`src/rtl/cu_pkg.sv`:
```
// Shared definitions for the hardwired control unit: opcodes, IR field positions,
// FSM state encoding and instruction classes.
package cu_pkg;

    localparam int unsigned OpcodeMsb = 31;
    localparam int unsigned OpcodeLsb = 27;
    localparam int unsigned RaMsb     = 26;
    localparam int unsigned RaLsb     = 23;
    localparam int unsigned RbMsb     = 22;
    localparam int unsigned RbLsb     = 19;
    localparam int unsigned RcMsb     = 18;
    localparam int unsigned RcLsb     = 15;

    localparam logic [4:0] OpAdd  = 5'd3;
    localparam logic [4:0] OpSub  = 5'd4;
    localparam logic [4:0] OpShr  = 5'd5;
    localparam logic [4:0] OpShl  = 5'd6;
    localparam logic [4:0] OpRor  = 5'd7;
    localparam logic [4:0] OpRol  = 5'd8;
    localparam logic [4:0] OpAnd  = 5'd9;
    localparam logic [4:0] OpOr   = 5'd10;
    localparam logic [4:0] OpMul  = 5'd14;
    localparam logic [4:0] OpDiv  = 5'd15;
    localparam logic [4:0] OpNeg  = 5'd16;
    localparam logic [4:0] OpNot  = 5'd17;
    localparam logic [4:0] OpIn   = 5'd21;
    localparam logic [4:0] OpOut  = 5'd22;
    localparam logic [4:0] OpNop  = 5'd25;
    localparam logic [4:0] OpHalt = 5'd26;

    typedef enum logic [3:0] {
        StRst  = 4'd0,
        StT0   = 4'd1,
        StT1   = 4'd2,
        StT2   = 4'd3,
        StT3   = 4'd4,
        StT4   = 4'd5,
        StT5   = 4'd6,
        StHalt = 4'd7
    } state_e;

    typedef enum logic [2:0] {
        ClsNop,
        ClsAlu,
        ClsMulDiv,
        ClsNegNot,
        ClsIn,
        ClsOut,
        ClsHalt
    } instr_cls_e;

endpackage

```
`src/rtl/ir_decode.sv`:
```
// Combinational IR decode: opcode, instruction class and masked one-hot register selects.
// CONTROL_UNIT_MULDIV_EN: when undefined, mul/div opcodes decode as nop.
module ir_decode
    import cu_pkg::*;
#(
    parameter int unsigned BITS      = 32,
    parameter int unsigned REGISTERS = 16
) (
    input  logic [BITS-1:0]      IRVal,
    output logic [4:0]           opcode,
    output instr_cls_e           cls,
    output logic [REGISTERS-1:0] ra_oh,
    output logic [REGISTERS-1:0] rb_oh,
    output logic [REGISTERS-1:0] rc_oh
);

    logic [3:0] ra, rb, rc;
    logic       unused_ir;

    assign opcode    = IRVal[OpcodeMsb:OpcodeLsb];
    assign ra        = IRVal[RaMsb:RaLsb];
    assign rb        = IRVal[RbMsb:RbLsb];
    assign rc        = IRVal[RcMsb:RcLsb];
    assign unused_ir = ^IRVal;

    // Fields that name a register beyond REGISTERS simply match no bit.
    always_comb begin
        ra_oh = '0;
        rb_oh = '0;
        rc_oh = '0;
        for (int unsigned i = 0; i < REGISTERS; i++) begin
            ra_oh[i] = (32'(ra) == i);
            rb_oh[i] = (32'(rb) == i);
            rc_oh[i] = (32'(rc) == i);
        end
    end

    always_comb begin
        cls = ClsNop;
        case (opcode)
            OpAdd, OpSub, OpShr, OpShl, OpRor, OpRol, OpAnd, OpOr: cls = ClsAlu;
`ifdef CONTROL_UNIT_MULDIV_EN
            OpMul, OpDiv: cls = ClsMulDiv;
`else
            OpMul, OpDiv: cls = ClsNop;
`endif
            OpNeg, OpNot: cls = ClsNegNot;
            OpIn:         cls = ClsIn;
            OpOut:        cls = ClsOut;
            OpHalt:       cls = ClsHalt;
            default:      cls = ClsNop;
        endcase
    end

endmodule

```
`src/rtl/control_unit.sv`:
```
// Hardwired fetch/execute sequencer driving every datapath strobe from state and IRVal.
// CONTROL_UNIT_MULDIV_EN enables the mul/div sequence; otherwise MUL, DIV, HILOin stay 0.
module control_unit
    import cu_pkg::*;
#(
    parameter int unsigned BITS      = 32,
    parameter int unsigned REGISTERS = 16
) (
    input  logic                 clk,
    input  logic                 reset,
    input  logic [BITS-1:0]      IRVal,
    output logic [REGISTERS-1:0] GPRin,
    output logic [REGISTERS-1:0] GPRout,
    output logic                 PCin, IRin, RYin, RZin, MARin, HILOin, MDRin, OUTPUTin,
    output logic                 Read, INPUTout, MDRout, HILOout, RZout, PCout, BAout,
    output logic                 ADD, SUB, MUL, DIV, SHR, SHL, ROR, ROL, AND, OR,
    output logic                 NEGATE, NOT, IncPC,
    output logic                 run
);

    state_e               state_q, state_d;
    logic [4:0]           opcode;
    instr_cls_e           cls;
    logic [REGISTERS-1:0] ra_oh, rb_oh, rc_oh;

    ir_decode #(
        .BITS      (BITS),
        .REGISTERS (REGISTERS)
    ) u_ir_decode (
        .IRVal  (IRVal),
        .opcode (opcode),
        .cls    (cls),
        .ra_oh  (ra_oh),
        .rb_oh  (rb_oh),
        .rc_oh  (rc_oh)
    );

    always_ff @(posedge clk) begin
        if (reset) state_q <= StRst;
        else       state_q <= state_d;
    end

    assign BAout   = 1'b0;
    assign HILOout = 1'b0;
    assign run     = (state_q != StRst) && (state_q != StHalt);

    always_comb begin
        state_d  = state_q;
        GPRin    = '0;
        GPRout   = '0;
        {PCin, IRin, RYin, RZin, MARin, HILOin, MDRin, OUTPUTin} = '0;
        {Read, INPUTout, MDRout, RZout, PCout} = '0;
        {ADD, SUB, MUL, DIV, SHR, SHL, ROR, ROL, AND, OR, NEGATE, NOT, IncPC} = '0;

        case (state_q)
            StRst: state_d = StT0;
            StT0: begin
                {PCout, MARin, IncPC, RZin} = '1;
                state_d = StT1;
            end
            StT1: begin
                {Read, MDRin, RZout, PCin} = '1;
                state_d = StT2;
            end
            StT2: begin
                {MDRout, IRin} = '1;
                case (cls)
                    ClsNop:  state_d = StT0;
                    ClsHalt: state_d = StHalt;
                    default: state_d = StT3;
                endcase
            end
            StT3: begin
                state_d = StT0;
                case (cls)
                    ClsAlu, ClsMulDiv: begin
                        GPRout  = rb_oh;
                        RYin    = 1'b1;
                        state_d = StT4;
                    end
                    ClsNegNot: begin
                        GPRout  = rb_oh;
                        RZin    = 1'b1;
                        NEGATE  = (opcode == OpNeg);
                        NOT     = (opcode == OpNot);
                        state_d = StT4;
                    end
                    ClsIn: begin
                        INPUTout = 1'b1;
                        GPRin    = ra_oh;
                    end
                    ClsOut: begin
                        GPRout   = ra_oh;
                        OUTPUTin = 1'b1;
                    end
                    default: ;
                endcase
            end
            StT4: begin
                state_d = StT0;
                case (cls)
                    ClsAlu: begin
                        GPRout  = rc_oh;
                        RZin    = 1'b1;
                        state_d = StT5;
                        case (opcode)
                            OpAdd:   ADD = 1'b1;
                            OpSub:   SUB = 1'b1;
                            OpShr:   SHR = 1'b1;
                            OpShl:   SHL = 1'b1;
                            OpRor:   ROR = 1'b1;
                            OpRol:   ROL = 1'b1;
                            OpAnd:   AND = 1'b1;
                            OpOr:    OR  = 1'b1;
                            default: ;
                        endcase
                    end
`ifdef CONTROL_UNIT_MULDIV_EN
                    ClsMulDiv: begin
                        GPRout  = rc_oh;
                        RZin    = 1'b1;
                        MUL     = (opcode == OpMul);
                        DIV     = (opcode == OpDiv);
                        state_d = StT5;
                    end
`endif
                    ClsNegNot: begin
                        RZout = 1'b1;
                        GPRin = ra_oh;
                    end
                    default: ;
                endcase
            end
            StT5: begin
                state_d = StT0;
                case (cls)
                    ClsAlu: begin
                        RZout = 1'b1;
                        GPRin = ra_oh;
                    end
`ifdef CONTROL_UNIT_MULDIV_EN
                    ClsMulDiv: HILOin = 1'b1;
`endif
                    default: ;
                endcase
            end
            StHalt:  state_d = StHalt;
            default: state_d = StRst;
        endcase
    end

endmodule
```
`config.mk`:
```
export PLATFORM = sky130hd
export DESIGN_NAME = control_unit
export DESIGN_NICKNAME = d
export VERILOG_FILES = /design/src/rtl/cu_pkg.sv /design/src/rtl/ir_decode.sv /design/src/rtl/control_unit.sv
export SDC_FILE = /design/constraint.sdc
export NUM_CORES = 1
export LEC_CHECK = 0
export CAP_MARGIN = 20
export CORE_MARGIN = 4
export CORE_UTILIZATION = 32
export CTS_BUF_LIST = sky130_fd_sc_hd__clkbuf_16
export DETAILED_ROUTE_END_ITERATION = 16
export DONT_BUFFER_PORTS = 1
export GPL_TIMING_DRIVEN = 1
export PLACE_DENSITY_LB_ADDON = 0.08
export RECOVER_POWER = 100
export SLEW_MARGIN = 10
export SYNTH_ARGS = -nofsm -noshare
export SYNTH_HDL_FRONTEND = slang
export SYNTH_HIERARCHICAL = 1
export SYNTH_SLANG_ARGS = --single-unit
export TNS_END_PERCENT = 1
```
`constraint.sdc`:
```
create_clock -name clk -period 2.7 [get_ports clk]
set_input_delay 0.54 -clock clk [delete_from_list [all_inputs] [get_ports clk]]
set_output_delay 0.54 -clock clk [all_outputs]
set_load 0.01 [all_outputs]
```
==> impl_metrics.env, run 1 <==
export IMPL_crit_path_top_delay_cell="or4b_4"
export IMPL_finalNonFillerCells=351
export IMPL_p_leak_nw=0.9313
export IMPL_drc=0
export IMPL_ios=95
export IMPL_synth_compound_area_frac=0.2322
export IMPL_synthArstFlopShare=0
export IMPL_syn_avg_cell_area_sq_um=6.741
export IMPL_hold_slack_ns=0.4136
export IMPL_grt_pass1_wl_mm=9.446
export IMPL_finalCritPeriodShare=1.031
export IMPL_maxCapViolCount=0
export IMPL_rsz0062_at_grt="true"
export IMPL_drive_gt1_frac=0.3620
export IMPL_vias=2050
export IMPL_critPathTopFamily="simple AND/OR/NAND/NOR gates"
export IMPL_numCtsBuffers=3
export IMPL_synthTopCellsByCount="37 x nor2_1, 21 x nand2_1, 21 x nor3_1"
export IMPL_port_buffers=0
export IMPL_ir_worst_vdd_mv=0.1216
export IMPL_num_nets_final=316
export IMPL_wl_met3_um=392
export IMPL_track_usage=0.1594
export IMPL_syn_area_sq_mm=0.001827
export IMPL_die_area_sq_mm=0.006981
export IMPL_tightest_slew_ns=0.6194
export IMPL_top_register="state_q"
export IMPL_netlist_instances=271
export IMPL_synthDominantCellAreaShare=0.08151
export IMPL_synth_xor_area_frac=0
export IMPL_die_h_um=83.56
export IMPL_place_area_sq_mm=0.001991
export IMPL_avgRoutedWirePerCell_um=17.29
export IMPL_hold_viol=0
export IMPL_htree_levels=1
export IMPL_cts_tree="yes"
export IMPL_die_w_um=83.56
export IMPL_cp_slowest_stage_delay_ns=0.52
export IMPL_cp_data_arrival_time_ns=2.24
export IMPL_core_sq_mm=0.005507
export IMPL_drv_slew=0
export IMPL_muxShareOfSynthArea=0
export IMPL_grt_max_degree=41
export IMPL_drt_iter0_drc=96
export IMPL_cts_sinks=3
export IMPL_clock_latency_ns=0.23
export IMPL_grt_overflow=0
export IMPL_dp_hpwl_mm=4.538
export IMPL_place_congestion=0.7595
export IMPL_yosysMostFrequentCell="nor2_1"
export IMPL_post_place_cells=342
export IMPL_ys_ff_latch=3
export IMPL_p_per_area_mw_per_mm2=231.2
export IMPL_clock_fmax_ghz=0.3594
export IMPL_wirelength_mm=6.070
export IMPL_antenna_cells=0
export IMPL_synthSimpleGateAreaFrac=0.5774
export IMPL_num_rows=27
export IMPL_synth_edff_count=0
export IMPL_routed_via_density=5.840
export IMPL_startpoint_type="input port"
export IMPL_start_util=0.3317
export IMPL_synthAdderAreaFrac=0.01370
export IMPL_cts_root_buf="clkbuf_16"
export IMPL_wl_met1_mm=2.956
export IMPL_setup_viol=19
export IMPL_violations="setup timing"
export IMPL_synth_seq_area_share=0.03288
export IMPL_path_cells="inv_8 -> ha_4 -> nor3b_2 -> o21a_2 -> buf_12 -> or4b_4 -> nor2_8 -> a221o_1"
export IMPL_crit_required_ns=2.16
export IMPL_largest_register_ffs=3
export IMPL_path_clk_slew_ns=0.03
export IMPL_reg_top3="state_q (3)"
export IMPL_synth_distinct_cells=49
export IMPL_routed_top_layer="met4"
export IMPL_antenna_found_initial=0
export IMPL_status="finished, violations left"
export IMPL_detail_route_antenna_nets=0
export IMPL_synth_top_family_by_area="simple AND/OR/NAND/NOR gates"
export IMPL_crit_path_end_kind="output pin"
export IMPL_clockBufferDepth=2
export IMPL_synth_warning_count=6
export IMPL_maxSlewHeadroom=0.5833
export IMPL_syn_to_final_growth_pct=24.66
export IMPL_synth_area_leaders="o2111ai_1 8.2%, nor2_1 7.6%, buf_4 7.0%"
export IMPL_cp_max_fo=16
export IMPL_met2_length_mm=2.683
export IMPL_setup_ws_ns=-0.08247
export IMPL_critical_path_class="input port to output pin"
export IMPL_drt_pass1_iterations=4
export IMPL_min_period_ns=2.782
export IMPL_postLayoutCellArea_sq_mm=0.002277
export IMPL_fin_skew_ns=0.001554
export IMPL_hold_path_class="input port to flop"
export IMPL_path_buf_inv=2
export IMPL_grt_pass1_vias=1764
export IMPL_synth_top_flop_cell="dfxtp_1"
export IMPL_yosys_area_top_type="o2111ai_1"
per-stage QoR:
stage,power [W],setup WS (ns),utilization,setup TNS [ns]
after global placement,0.0002725,-0.3406,0.3615,-7.618
after global routing,0.0005557,-0.1571,0.4135,-2.379
after detailed placement,0.0002715,-0.3077,0.3615,-6.657
after floorplan,0.0002478,-0.06464,-,-0.4986
final,0.0005264,-0.08247,0.4135,-1.143
after CTS,0.0005163,-0.05253,0.3813,-0.4399
worst register-to-register path: cells and delay by family (launching register included):
| kind | cells | cell delay (ns) |
|---|---|---|
| flops | 1 | 0.46 |
| buf+inv | 1 | 0.40 |
| simple gates | 1 | 0.31 |
| compound gates | 2 | 0.38 |
repair_timing:
| item | 4_1_cts | 5_1_grt |
|---|---|---|
| hold buffers | 0 | 0 |
| pin swaps | 4 | 16 |
| gates cloned | 0 | 0 |
| resized for setup | 8 | 27 |
| setup endpoints to repair | 43 | 45 |
| buffers inserted | 0 | 5 |
power by group:
| group | switching (W) | leakage [nW] | internal, W |
|---|---|---|---|
| registers | 0.0000157 | 0.0248 | 0.0000492 |
| clock network | 0.0000451 | 0.0423 | 0.000191 |
| logic | 0.000134 | 0.864 | 0.0000911 |
| total | 0.000195 | 0.931 | 0.000332 |
metal layers:
| layer | GRT usage | up-vias |
|---|---|---|
| li1 | - | 1039 |
| met1 | 0.2269 | 952 |
| met2 | 0.2405 | 55 |
| met3 | 0.04047 | 4 |
| met4 | 0.03509 | 0 |
| met5 | 0 | - |
cells in the final DEF, fill, tap and decap left out, types with 3 or more instances in the layout:
cell,count
a221o_1,7
a221o_2,9
and3_1,8
and3_4,9
buf_12,3
buf_4,36
clkbuf_16,3
conb_1,5
dfxtp_1,3
inv_1,4
nand2_1,20
nand2_2,4
nand2b_1,11
nand2b_4,7
nand4_1,18
nor2_1,36
nor3_1,18
nor3_2,6
nor3b_1,5
nor3b_2,3
nor4_1,3
nor4_2,3
o2111ai_1,17
o21ai_0,3
cell type report:
| cell class | instances | area (sq um) |
|---|---|---|
| fill | 582 | 3229 |
| multi-input combinational | 227 | 1677 |
| timing repair buffer | 40 | 345.3 |
| tap | 72 | 90.09 |
| clock buffer | 3 | 75.07 |
| sequential | 3 | 60.06 |
| inverter | 5 | 26.28 |
| clock inverter | 1 | 3.754 |
worst paths after layout:
path	start	endpoint	cells after the start	slack [ns]
max	IRVal[27]	GPRout[11]	8	-0.08
min	reset	state_q[2]	1	0.41
max reg2reg	state_q[2]	state_q[1]	4	1.08
min reg2reg	state_q[0]	state_q[2]	2	0.64
cells by family (layout without fill, tap and decap cells):
| kind of cell | Yosys count | in the layout |
|---|---|---|
| adders and majority gates | 2 | 2 |
| and+or+nand+nor | 173 | 173 |
| AOI/OAI and AO/OA | 47 | 47 |
| DFF | 3 | 3 |
| buffers and inverters | 45 | 49 |
| other | 1 | 5 |
Power figures use the tool's default switching activity.
==> run 2: changes to the inputs <==
- CORE_UTILIZATION: 32 -> 55
==> run 2 against run 1 <==
Compared with the run above:
- the flow still finishes with violations (setup timing)
- critical path depth is the same
- maximum frequency grew 1.9%
- combinational power is essentially flat
- design area shrank 6.6%
- worst hold slack gained 0.0085 ns
- non-clock buffer count shrank 3
- largest power group unchanged
==> impl_metrics.env, run 2 (synthesis gave the netlist of run 1 again) <==
export IMPL_die_h_um=65.63
export IMPL_finalNonFillerCells=320
export IMPL_reg2reg_depth=4
export IMPL_final_util=0.6855
export IMPL_worstHoldPathCells=1
export IMPL_ios=95
export IMPL_grt_pass1_vias=1704
export IMPL_setup_ws_ns=-0.02931
export IMPL_clock_latency_ns=0.22
export IMPL_layout_common_cells="37 x nor2_1, 28 x buf_4, 21 x nand2_1"
export IMPL_place_congestion=0.8175
export IMPL_reg_top3="state_q (3)"
export IMPL_antenna_found_initial=0
export IMPL_port_buffers=0
export IMPL_p_int_w=0.0003284
export IMPL_p_clk_frac=0.451
export IMPL_num_nets_final=313
export IMPL_p_per_area_mw_per_mm2=242.3
export IMPL_syn_to_final_growth_pct=16.44
export IMPL_rsz0062_at_grt="true"
export IMPL_post_place_cells=312
export IMPL_track_usage=0.2294
export IMPL_hold_viol=0
export IMPL_clock_fmax_ghz=0.3664
export IMPL_start_util=0.5887
export IMPL_startpoint_type="input port"
export IMPL_switching_share=0.3628
export IMPL_cts_root_buf="clkbuf_16"
export IMPL_routed_via_density=6.413
export IMPL_numCtsBuffers=3
export IMPL_hold_path_class="input port to flop"
export IMPL_wirelength_mm=5.288
export IMPL_dp_hpwl_mm=3.900
export IMPL_p_seq_frac=0.111
export IMPL_holdBufCountCts=0
export IMPL_maxCapViolCount=0
export IMPL_path_clk_slew_ns=0.03
export IMPL_drive_gt1_frac=0.2899
export IMPL_tightest_slew_ns=0.5926
export IMPL_setup_viol=2
export IMPL_drt_iter0_drc=279
export IMPL_largest_register_ffs=3
export IMPL_grt_pass1_wl_mm=8.169
export IMPL_drt_pass1_iterations=4
export IMPL_maxSlewHeadroom=0.6013
export IMPL_rrSetupSlack_ns=0.83
export IMPL_clockBufferDepth=2
export IMPL_top_register="state_q"
export IMPL_p_leak_nw=0.9099
export IMPL_mostFrequentLayoutCell="nor2_1"
export IMPL_die_area_sq_mm=0.004307
export IMPL_hold_slack_ns=0.4222
export IMPL_vias=2052
export IMPL_critical_path_class="input port to output pin"
export IMPL_crit_required_ns=2.16
export IMPL_violations="setup timing"
export IMPL_avgRoutedWirePerCell_um=16.53
export IMPL_p_comb_frac=0.438
export IMPL_fin_skew_ns=0.002273
export IMPL_setup_tns_ns=-0.03796
export IMPL_finalCritPeriodShare=1.011
export IMPL_cts_sinks=3
export IMPL_p_total_w=0.0005154
export IMPL_multiInputGateArea_sq_mm=0.001623
export IMPL_nFillCells=284
export IMPL_num_rows=20
export IMPL_core_sq_mm=0.003103
export IMPL_htree_levels=1
export IMPL_antenna_cells=0
export IMPL_cts_tree="yes"
export IMPL_detail_route_antenna_nets=0
export IMPL_grt_overflow=0
export IMPL_cp_data_arrival_time_ns=2.19
export IMPL_drc=0
export IMPL_min_period_ns=2.729
export IMPL_drv_slew=0
export IMPL_ir_worst_vdd_mv=0.1975
export IMPL_crit_path_end_kind="output pin"
export IMPL_grt_max_degree=38
export IMPL_p_sw_w=0.0001870
export IMPL_layout_area_seq_sq_um=60.06
export IMPL_cp_max_fo=9
export IMPL_status="finished, violations left"
export IMPL_die_w_um=65.63
-- run 2: cell count changes in the layout (fill, tap and decap cells not counted), sizes merged --
cell,delta
buf,-8
clkbuf,+5
-- run 2: metal layers --
metal,global-route usage,wire length (um),up-vias
li1,-,-,1029
met1,0.3177,2292,941
met2,0.3680,2483,80
met3,0.05812,481,2
met4,0.02073,30,0
met5,0,0,-
-- run 2: worst max-delay path: stages --
cell and delay (ns):
inv_8 0.01, ha_4 0.25, nor3b_2 0.04, o21a_2 0.27, nor4bb_4 0.42, nand4b_1 0.20, nor4_1 0.30, buf_4 0.17
-- run 2: layout make-up --
| class | instances | area share |
|---|---|---|
| Clock buffer | 3 | 0.03529 |
| Clock inverter | 1 | 0.001765 |
| Inverter | 5 | 0.01235 |
| Multi-Input combinational cell | 227 | 0.7629 |
| Sequential cell | 3 | 0.02824 |
| Tap cell | 44 | 0.02588 |
| Timing Repair Buffer | 37 | 0.1335 |
-- run 2: final timing paths --
kind / startpoint / endpoint
setup / recovery: IRVal[27] / SHR
hold / removal: reset / state_q[2]
setup reg to reg: state_q[2] / state_q[1]
hold reg to reg: state_q[0] / state_q[2]
-- run 2: stage by stage --
stage	worst slack (ns)	instance area, sq um
global placement	-0.1889	1928
CTS	-0.06047	2042
finish	-0.02931	2127
floorplan	-0.06464	1853
detailed placement	-0.1967	1928
global route	-0.1338	2127
-- run 2: power by group through the flow --
stage	sequential (W)	clock, W	combinational (W)
floorplan	0.0000527	0	0.000195
global placement	0.0000577	0	0.000205
detailed placement	0.0000576	0	0.000208
CTS	0.0000570	0.000235	0.000214
global route	0.0000585	0.000241	0.000248
finish	0.0000571	0.000233	0.000226
-- run 2: repair_timing --
action | in CTS | in global routing
cloned | 0 | 0
buffers inserted | 0 | 3
setup endpoints to repair | 37 | 42
endpoints found under the hold margin | 0 | 0
resized for setup | 8 | 15
pin swaps | 16 | 17
==> run 3: changes to the inputs <==
- RECOVER_POWER: 100 -> unset
==> run 3 against run 2 <==
Compared with the run above:
- the run still ends with setup timing left
- count of clock-buffer cells in the layout is the same
- total power grew 0.50%
- first-iteration DRC count shrank 12%
- routed wire length shrank 0.36%
==> impl_metrics.env, run 3 (synthesis gave the netlist of run 1 again) <==
export IMPL_finalNonFillerCells=320
export IMPL_hold_viol=0
export IMPL_crit_required_ns=2.16
export IMPL_syn_to_final_growth_pct=17.26
export IMPL_grt_pass1_vias=1704
export IMPL_grt_overflow=0
export IMPL_p_per_area_mw_per_mm2=241.8
export IMPL_min_period_ns=2.726
export IMPL_layout_common_cells="37 x nor2_1, 32 x buf_4, 21 x nand2_1"
export IMPL_core_sq_mm=0.003103
export IMPL_die_w_um=65.63
export IMPL_finalCritPeriodShare=1.010
export IMPL_grt_pass1_wl_mm=8.169
export IMPL_cts_sinks=3
export IMPL_maxSlewHeadroom=0.5934
export IMPL_avgRoutedWirePerCell_um=16.47
export IMPL_crit_path_top_delay_cell="nor4bb_4"
export IMPL_ir_worst_vdd_mv=0.1974
export IMPL_mostFrequentLayoutCell="nor2_1"
export IMPL_numCtsBuffers=3
export IMPL_clockBufferDepth=2
export IMPL_fin_skew_ns=0.001862
export IMPL_cts_tree="yes"
export IMPL_ios=95
export IMPL_maxCapViolCount=0
export IMPL_wirelength_mm=5.269
export IMPL_cp_data_arrival_time_ns=2.19
export IMPL_antenna_cells=0
export IMPL_num_nets_final=313
export IMPL_setup_viol=2
export IMPL_num_rows=20
export IMPL_drc=0
export IMPL_hold_slack_ns=0.4222
export IMPL_path_clk_slew_ns=0.03
export IMPL_r2r_end="state_q[1]"
export IMPL_critPathTopFamily="simple AND/OR/NAND/NOR gates"
export IMPL_drv_slew=0
export IMPL_dp_hpwl_mm=3.900
export IMPL_top_register="state_q"
export IMPL_die_area_sq_mm=0.004307
export IMPL_path_buf_inv=2
export IMPL_met2_length_mm=2.469
export IMPL_path_cells="inv_8 -> ha_4 -> nor3b_2 -> o21a_2 -> nor4bb_4 -> nand4b_1 -> nor4_1 -> buf_4"
export IMPL_htree_levels=1
export IMPL_pre_cts_slack_ns=-0.1967
export IMPL_rr_startpoint="state_q[2]"
export IMPL_reg_top3="state_q (3)"
export IMPL_cts_root_buf="clkbuf_16"
export IMPL_worstHoldEndpoint="state_q[2]"
export IMPL_vias=2045
export IMPL_rrSetupSlack_ns=1.02
export IMPL_clock_latency_ns=0.22
export IMPL_port_buffers=0
export IMPL_hold_path_class="input port to flop"
export IMPL_drt_iter0_drc=246
export IMPL_p_leak_nw=0.9263
export IMPL_routed_top_layer="met4"
export IMPL_drive_gt1_frac=0.3043
export IMPL_tightest_slew_ns=0.6043
export IMPL_final_util=0.6903
export IMPL_wl_met3_um=448
export IMPL_crit_path_end_kind="output pin"
export IMPL_critical_path_class="input port to output pin"
export IMPL_wl_met1_mm=2.321
export IMPL_cp_max_fo=9
export IMPL_setup_ws_ns=-0.02638
export IMPL_status="finished, violations left"
export IMPL_place_congestion=0.8175
export IMPL_start_util=0.5887
export IMPL_p_total_w=0.0005179
export IMPL_detail_route_antenna_nets=0
export IMPL_worstHoldPathCells=1
export IMPL_rsz0062_at_grt="true"
export IMPL_startpoint_type="input port"
export IMPL_track_usage=0.2294
export IMPL_largest_register_ffs=3
export IMPL_clock_fmax_ghz=0.3668
export IMPL_drt_pass1_iterations=4
export IMPL_routed_via_density=6.391
export IMPL_post_place_cells=312
export IMPL_min_from="reset"
export IMPL_cp_slowest_stage_delay_ns=0.42
export IMPL_antenna_found_initial=0
export IMPL_violations="setup timing"
export IMPL_reg2reg_depth=4
export IMPL_grt_max_degree=38
export IMPL_die_h_um=65.63
run 3: cell types whose count changed in the layout (fill, tap and decap cells not counted), sizes merged:
cell,previous run,this run
buf,32,36
clkbuf,8,4
run 3: cell type report:
class | instances | area (sq um)
fillers | 281 | 960.9
inverters | 5 | 26.28
well taps | 44 | 55.05
flip-flops and latches | 3 | 60.06
multi-input cells | 227 | 1623
clock inverters | 1 | 3.754
repair buffers | 37 | 299.0
clock buffers | 3 | 75.07
run 3: routing by layer:
layer	vias up	global-route usage
li1	1027	-
met1	938	0.3177
met2	78	0.3680
met3	2	0.05812
met4	0	0.02073
met5	-	0
run 3: how the worst max path moves through the flow:
stage	slack (ns)	startpoint	depth (start not counted)	to
after CTS	-0.06	IRVal[27]	10	SUB
after global placement	-0.19	IRVal[27]	7	GPRin[4]
final	-0.03	IRVal[27]	8	SHR
after global routing	-0.13	IRVal[27]	9	SUB
after floorplan	-0.06	IRVal[27]	9	SHR
after detailed placement	-0.20	IRVal[27]	8	GPRin[9]
run 3: worst register-to-register path, stage by stage (launching register included):
cell	delay, ns
dfxtp_1	0.53
buf_4	0.39
and3b_1	0.31
a211o_1	0.28
a21oi_1	0.11
run 3: where the power goes:
group	leakage (nW)	switching, W	internal (W)	total [W]
logic	0.859	0.000138	0.0000910	0.000229
clock network	0.0423	0.0000411	0.000191	0.000232
registers	0.0248	0.00000796	0.0000492	0.0000572
run 3: stage by stage:
step / TNS (ns) / area [sq um]
detailed placement: -4.510 / 1928
floorplan: -0.4986 / 1853
CTS: -0.7796 / 2042
global placement: -4.069 / 1928
global route: -1.585 / 2142
finish: -0.03117 / 2142
run 3: timing repair:
item / in CTS / in global routing
endpoints found under the setup margin: 37 / 42
hold buffers: 0 / 0
setup buffers: 0 / 3
resized for setup: 8 / 15
pin swaps: 16 / 17
